**config.mk**
```make
export PLATFORM = sky130hd
export DESIGN_NAME = divider_sequencer
export DESIGN_NICKNAME = d
export VERILOG_FILES = /design/src/rtl/divider_sequencer.sv
export SDC_FILE = /design/constraint.sdc
export NUM_CORES = 1
export LEC_CHECK = 0
export CAP_MARGIN = 20
export CORE_MARGIN = 2
export CORE_UTILIZATION = 53
export CTS_BUF_LIST = sky130_fd_sc_hd__clkbuf_8 sky130_fd_sc_hd__clkbuf_16
export DETAILED_ROUTE_END_ITERATION = 12
export HOLD_SLACK_MARGIN = 0.02
export PLACE_DENSITY = 0.8
export SLEW_MARGIN = 20
export SYNTH_ARGS = -nofsm -noshare
export SYNTH_HDL_FRONTEND = slang
export SYNTH_SLANG_ARGS = --single-unit
```
**constraint.sdc**
```tcl
create_clock -name CLK -period 2.58 [get_ports CLK]
set_input_delay 0.387 -clock CLK [delete_from_list [all_inputs] [get_ports CLK]]
set_output_delay 0.387 -clock CLK [all_outputs]
set_load 0.02 [all_outputs]
```
**src/rtl/divider_sequencer.sv**
```systemverilog
// rtl/divider_sequencer.sv - iterative unsigned restoring divider with IDLE/RUN/DONE sequencer
//
// Purpose:
//   Accepts dividend/divisor with a start pulse and produces one quotient bit
//   per clock over W RUN cycles. A one-cycle done strobe then presents the
//   quotient, the remainder and a divide-by-zero flag. A zero divisor skips RUN
//   and goes straight to DONE with quotient = all ones and remainder = dividend.
//
// Ports:
//   CLK          clock, all state changes on the rising edge
//   CLR_bar      asynchronous active-low reset
//   start        request, sampled only in IDLE or DONE
//   dividend     unsigned dividend, sampled with start
//   divisor      unsigned divisor, sampled with start
//   busy         high while in RUN
//   done         one-cycle strobe, high while in DONE
//   quotient     registered result, held between operations
//   remainder    registered result, held between operations
//   div_by_zero  registered flag, valid with done, held until the next accepted start

module divider_sequencer #(
  parameter int W = 8
) (
  input  logic         CLK,
  input  logic         CLR_bar,
  input  logic         start,
  input  logic [W-1:0] dividend,
  input  logic [W-1:0] divisor,
  output logic         busy,
  output logic         done,
  output logic [W-1:0] quotient,
  output logic [W-1:0] remainder,
  output logic         div_by_zero
);

  localparam int CW = $clog2(W + 1);

  typedef enum logic [1:0] {
    S_IDLE = 2'd0,
    S_RUN  = 2'd1,
    S_DONE = 2'd2
  } state_t;

  state_t        state_q, state_d;
  logic [W:0]    rem_q, rem_d;
  logic [W-1:0]  qacc_q, qacc_d;
  logic [W-1:0]  dvs_q, dvs_d;
  logic [CW-1:0] cnt_q, cnt_d;
  logic [W-1:0]  quot_q, quot_d;
  logic [W-1:0]  remr_q, remr_d;
  logic          dbz_q, dbz_d;

  // One restoring step. The partial remainder never reaches the divisor after
  // a step, so its MSB is always zero going in; the compare is still done on
  // W+1 bits because the shifted-in value can exceed W bits.
  logic [W:0]   step_t;
  logic         step_ge;
  logic [W:0]   step_rem;
  logic [W-1:0] step_q;

  assign step_t   = {rem_q[W-1:0], qacc_q[W-1]};
  assign step_ge  = (step_t >= {1'b0, dvs_q});
  assign step_rem = step_ge ? (step_t - {1'b0, dvs_q}) : step_t;
  assign step_q   = {qacc_q[W-2:0], step_ge};

  logic unused_rem_msb;
  assign unused_rem_msb = rem_q[W];

  always_ff @(posedge CLK or negedge CLR_bar) begin
    if (!CLR_bar) begin
      state_q <= S_IDLE;
      rem_q   <= '0;
      qacc_q  <= '0;
      dvs_q   <= '0;
      cnt_q   <= '0;
      quot_q  <= '0;
      remr_q  <= '0;
      dbz_q   <= 1'b0;
    end else begin
      state_q <= state_d;
      rem_q   <= rem_d;
      qacc_q  <= qacc_d;
      dvs_q   <= dvs_d;
      cnt_q   <= cnt_d;
      quot_q  <= quot_d;
      remr_q  <= remr_d;
      dbz_q   <= dbz_d;
    end
  end

  always_comb begin
    state_d = state_q;
    rem_d   = rem_q;
    qacc_d  = qacc_q;
    dvs_d   = dvs_q;
    cnt_d   = cnt_q;
    quot_d  = quot_q;
    remr_d  = remr_q;
    dbz_d   = dbz_q;

    case (state_q)
      // DONE accepts a new request exactly like IDLE so operations can run
      // back-to-back without an idle gap.
      S_IDLE, S_DONE: begin
        if (state_q == S_DONE) begin
          state_d = S_IDLE;
        end
        if (start) begin
          if (divisor == '0) begin
            quot_d  = '1;
            remr_d  = dividend;
            dbz_d   = 1'b1;
            state_d = S_DONE;
          end else begin
            qacc_d  = dividend;
            rem_d   = '0;
            dvs_d   = divisor;
            cnt_d   = CW'(W);
            dbz_d   = 1'b0;
            state_d = S_RUN;
          end
        end
      end

      S_RUN: begin
        rem_d  = step_rem;
        qacc_d = step_q;
        cnt_d  = cnt_q - CW'(1);
        // Results are published only on the final step so the outputs of the
        // previous operation stay stable throughout RUN.
        if (cnt_q == CW'(1)) begin
          quot_d  = step_q;
          remr_d  = step_rem[W-1:0];
          dbz_d   = 1'b0;
          state_d = S_DONE;
        end
      end

      default: begin
        state_d = S_IDLE;
      end
    endcase
  end

  assign busy        = (state_q == S_RUN);
  assign done        = (state_q == S_DONE);
  assign quotient    = quot_q;
  assign remainder   = remr_q;
  assign div_by_zero = dbz_q;

endmodule

```
* Yosys cells after proc, flatten, opt, wreduce, memory -nomap -nowiden
Cells that the tools add are included.
** Storage, ports and cells
- Flip-flop bits (word level) :: 47
- Input bits :: 19
- Output and inout port bits :: 19
- Logic and storage cells :: 56
** Operators by class
- Add/sub/neg operators :: 2
- Magnitude comparators :: 1
- Equality and inequality tests :: 8
- Muxes and demuxes :: 27
- Bitwise operators :: 1
- Reduce and logical (&&, ||, !) cells :: 9
** Operator list (count)
- 8-bit two-way mux :: 11
- 8-bit one-hot mux with 2 select lines :: 4
- 9-bit by 8-bit greater-or-equal comparator with 1-bit output :: 1
- 3-bit AND reduction :: 3
- 8-bit logical NOT :: 1
- 2-bit two-way mux :: 4
- 4-bit two-way mux :: 2
- 4-bit one-hot mux with 2 select lines :: 1
- 8-bit subtractor :: 1
- 2-bit != test, second input constant :: 3
- 4-bit by 1-bit equality test with 1-bit output, second input constant :: 1
- 2-bit one-hot mux with 2 select lines :: 1
- 4-bit AND reduction :: 1
- 4-bit by 1-bit subtractor with 4-bit output, second input constant :: 1
- 1-bit two-way mux :: 3
- 3-bit != test, second input constant :: 1
- 2-bit by 1-bit equality test with 1-bit output, second input constant :: 1
- 2-bit equality test, second input constant :: 1
- 2-bit logical NOT :: 1
- 2-bit by 1-bit != test with 1-bit output, second input constant :: 1
- 1-bit one-hot mux with 2 select lines :: 1
- 2-bit AND reduction :: 1
- 2-bit nonzero test :: 1
- 2-bit OR reduction :: 1
- 1-bit NOT :: 1

* Depth between registers and ports, before layout
Gate-level depths: netlist (run 1).
- Word-level depth :: 4
- Mapped depth :: 9
- Mapped depth without buffers :: 9

* Worst setup path after synthesis (run 1)
OpenSTA, ideal clock, no wires.
- Path type :: register to register
- From :: reg rem_q[5]
- To :: reg remr_q[2] (netlist: remainder[2])
- Library setup time :: 82 ps
- Arrival time :: 2259 ps
- Data required time :: 2498 ps
- Setup slack :: 239 ps
- Cell stages (with the launch flop) :: 8
- Buffers on the path :: 1
- Clock period less this slack :: 2341 ps
- Path through :: dfrtp_1 > ha_1 > buf_2 > a21o_1 > a2111o_1 > a41oi_4 > mux2_2 > a31oi_1
** Between the ends
- Word-level cells in the longest chain between the ends :: 4
** RTL lines
- from (decl) :: line 45 : logic [W:0] rem_q, rem_d;
- from (signal assigned) :: line 81 : rem_q <= rem_d;
- 9-bit by 8-bit greater-or-equal comparator with 1-bit output :: line 62 : assign step_ge = (step_t >= {1'b0, dvs_q});
- 8-bit two-way mux :: line 63 : assign step_rem = step_ge ? (step_t - {1'b0, dvs_q}) : step_t;
- 8-bit two-way mux :: line 131 : if (cnt_q == CW'(1)) begin
- 8-bit one-hot mux with 2 select lines :: line 101 : case (state_q)
- to (signal assigned) :: line 86 : remr_q <= remr_d;
- to (decl) :: line 50 : logic [W-1:0] remr_q, remr_d;
No other way between the ends. The select of a mux whose other input is x is not followed.
A chain may end at the register's enable or synchronous reset.

* Worst setup path after layout (run 1)
Same ends and word-level chain as after synthesis.

==> impl_metrics.yaml, run 1 <==
run_status:
  run_status: "finished clean"
global_route:
  antenna_found_initial: 0
  groute.layer.met2.usage: 0.373
  grt_pass1_wl_um: 9130
  globalRouteMet1Util: 0.308
  grt_max_degree: 36
  globalRouteTotalUtil: 0.231
  globalRouteMet3Util: 0.0520
  grt.busiest_layer: "met2"
  grt_pass1_vias: 1923
  grt_overflow_total: 0
final_layout:
  mostFrequentLayoutCell: "sky130_fd_sc_hd__dfrtp_1"
  multi_input_gate_area_um2: 1130
  final-seq-area_um2: 1180
  area.growth.synth_to_final_pct: 24.6
  diodes: 0
  nets: 344
  final_cell_mix: "47 x sky130_fd_sc_hd__dfrtp_1, 37 x sky130_fd_sc_hd__nor2_1, 36 x sky130_fd_sc_hd__clkdlybuf4s50_1"
  layout.cell_area.non_filler_um2: 3010
  nFillCells: 347
  post_route_cells_drive_above_1_share: 0.0921
clock_tree:
  cts_hold_repair.buffers: 0
  clkSinkCount: 47
  ctsLongestPathBuffers: 2
  cts-root-buf: "sky130_fd_sc_hd__clkbuf_8"
  cts_buffer_count: 5
  tritoncts_clock_tree: "yes"
  cts.reportedPaths.clkPinSlew_ns: 0.09
  clock_insertion_delay_worst_skew_ns: 0.31
  htreeDepth: 2
setup_path:
  timing.critical_path.from_type: "flop"
  timing.critical_path.to: "remainder[2]"
  timing.critical_path.buf_inv: 0
  worstPathArrival_ns: 2.70
  path_cells: "ha_1 -> a21o_1 -> a2111o_1 -> a41oi_4 -> mux2_2 -> a31oi_1"
  rr_worst_depth: 6
  worstReg2RegStart: "rem_q[5]"
  setup.worst_path.end_class: "flop"
  critical_path_required_ns: 2.81
  critical-path-slowest-cell: "sky130_fd_sc_hd__a2111o_1"
  regToRegEndpoint: "remainder[2]"
  critical_path.startpoint: "rem_q[5]"
  worstSetupPathDepth: 6
  timing.critical_path.max_delay_family: "compound AO/OA/AOI/OAI gates"
  setup.reg_to_reg.worst_slack_ns: 0.11
  critical-path-max-stage-delay_ns: 0.45
  timing_worst_setup_path_type: "reg2reg"
  critPathMaxFanout: 8
timing:
  hold_viol: 0
  fin_skew_ns: 0.0131
  hold_slack_ns: 0.0561
  rsz0062_at_grt: "false"
  layout_setup_ws_ns: 0.106
  timing_max_transition_violations_final: 0
  clock.fmax_mhz: 404
  slew_headroom: 0.635
  slew_worst_pin_ns: 0.547
  final.min_clock_period_ns: 2.47
  final_min_period_over_clock_period: 0.959
  final.setup.tns_ns: 0
  final-setup-viol-count: 0
route:
  first_pass_iters: 5
  drt_iter0_markers: 138
  finalWirelength_um: 5410
  route.detailed.vias_per_inst: 5.54
  remaining_drc_errors: 0
  routedWlPerCell_um: 14.7
  final_antenna_net_count: 0
  via_count: 2033
run:
  drv_cap: 0
synth:
  async_reset_ff_frac: 1.00
  dominant_combinational_cell_family_by_area_after_synthesis: "simple AND/OR/NAND/NOR gates"
  avgSynthCellArea_um2: 9.03
  synth_seq_cells: 47
  adder_cell_share_of_the_synthesized_area: 0.0602
  synth_compound_gate_area_share: 0.159
  post_synth_edffs: 0
  sequential_share_of_the_synthesized_area: 0.488
  syn-instance-count: 267
  synth.mux.area_fraction: 0.0430
  synthesis.nets: 297
  synth_area_um2: 2410
  netlist-cell-type-count: 36
  synth_xor_area_frac: 0.0109
  synth_simple_gate_area_frac: 0.195
  yosys_most_used_dff: "sky130_fd_sc_hd__dfrtp_1"
  yosys_warnings: 0
floorplan:
  top_level_ports: 38
  starting_density_of_the_core: 0.550
  floorplan.die_area_um2: 5110
  dieHeight_um: 71.5
  core_region_area_um2: 4380
  core.rowCount: 24
  die_x_um: 71.5
placed_design:
  placed_cell_area_um2: 2890
  place_hpwl_um: 3940
  dp_worst_slack_ns: 0.0712
  io_buffer_count: 37
  globalplace.congestion: 0.867
power_and_ir_drop:
  irDropWorstVdd_v: 0.000821
  p_per_area_nw_per_um2: 1490
  totalPowerFinal_mw: 4.47
  cellLeakagePower_nw: 1.32
hold_path:
  worstHoldPathType: "in2async"
==> timing repair <==
item | in CTS | in global routing
setup buffers | 0 | 3
gates resized for setup | 0 | 0
endpoints found under the setup margin | 0 | 3
==> through the flow <==
stage          utilization  cells
2_1_floorplan            -    267
3_3_place_gp         0.658    356
3_5_place_dp         0.658    356
4_1_cts              0.681    364
5_1_grt              0.686    367
6_report             0.686    367
==> how the worst min path moves through the flow <==
stage | depth (start not counted) | to | startpoint | slack, ns
2_1_floorplan | 0 | cnt_q[0] | CLR_bar | 0.09
3_3_place_gp | 1 | dvs_q[2] | CLR_bar | 0.41
3_5_place_dp | 1 | cnt_q[2] | CLR_bar | 0.41
4_1_cts | 1 | qacc_q[0] | CLR_bar | 0.08
5_1_grt | 1 | dvs_q[3] | CLR_bar | 0.09
6_report | 1 | dvs_q[4] | CLR_bar | 0.06
==> layer usage <==
metal	routed length, um	part of all wire
met1	2470	0.46
met2	2630	0.49
met3	210	0.039
met4	99	0.018
met5	0	0
==> cell families (layout without fill, tap and decap cells) <==
family / Yosys count / count (layout)
adders and majority gates: 11 / 11
muxes: 10 / 10
DFF: 47 / 47
xor gates and xnor gates: 3 / 3
AOI/OAI and AO/OA: 62 / 62
and+or+nand+nor: 106 / 106
buffers and inverters: 28 / 76
==> power breakdown <==
group | total (mW) | leakage [nW] | internal [mW] | switching (mW)
sequential | 1.32 | 0.543 | 1.10 | 0.224
clock | 0.478 | 0.0474 | 0.219 | 0.259
combinational | 2.67 | 0.725 | 1.17 | 1.49
==> synth_stat cells, types with 3 or more instances <==
library cell | instances | area, um2
sky130_fd_sc_hd__a21o_1 | 3 | 22.5
sky130_fd_sc_hd__inv_1 | 15 | 56.3
sky130_fd_sc_hd__ha_1 | 10 | 125
sky130_fd_sc_hd__mux2i_1 | 7 | 70.1
sky130_fd_sc_hd__clkbuf_1 | 10 | 37.5
sky130_fd_sc_hd__nand2b_1 | 6 | 37.5
sky130_fd_sc_hd__nand3_1 | 12 | 60.1
sky130_fd_sc_hd__a21oi_1 | 15 | 75.1
sky130_fd_sc_hd__nor3_1 | 11 | 55.1
sky130_fd_sc_hd__o21ai_1 | 13 | 65.1
sky130_fd_sc_hd__nor2_1 | 37 | 139
sky130_fd_sc_hd__dfrtp_1 | 47 | 1180
sky130_fd_sc_hd__nand2_1 | 31 | 116
sky130_fd_sc_hd__a31oi_1 | 3 | 18.8
sky130_fd_sc_hd__o21ai_0 | 18 | 90.1
==> area by class of cell <==
class / count / share of cell area
Sequential cell: 47 / 0.391
Inverter: 16 / 0.0200
Tap cell: 52 / 0.0216
Multi-Input combinational cell: 192 / 0.375
Timing Repair Buffer: 52 / 0.159
Clock inverter: 2 / 0.00541
Clock buffer: 6 / 0.0275
==> flip-flops by register name, summed over array words and instances, names as in the netlist <==
name	flops
cnt_q	4
div_by_zero	1
dvs_q	8
qacc_q	8
quotient	8
rem_q	8
remainder	8
state_q	2
Note: power is estimated with default switching activity, not from simulation.
==> run 2, diff against run 1 <==
--- a/config.mk
+++ b/config.mk
@@ -5,7 +5,6 @@
 export SDC_FILE = /design/constraint.sdc
 export NUM_CORES = 1
 export LEC_CHECK = 0
-export CAP_MARGIN = 20
 export CORE_MARGIN = 2
 export CORE_UTILIZATION = 53
 export CTS_BUF_LIST = sky130_fd_sc_hd__clkbuf_8 sky130_fd_sc_hd__clkbuf_16
==> results of run 2 <==
The final DEF is identical to that of run 1; final timing and power are the same.
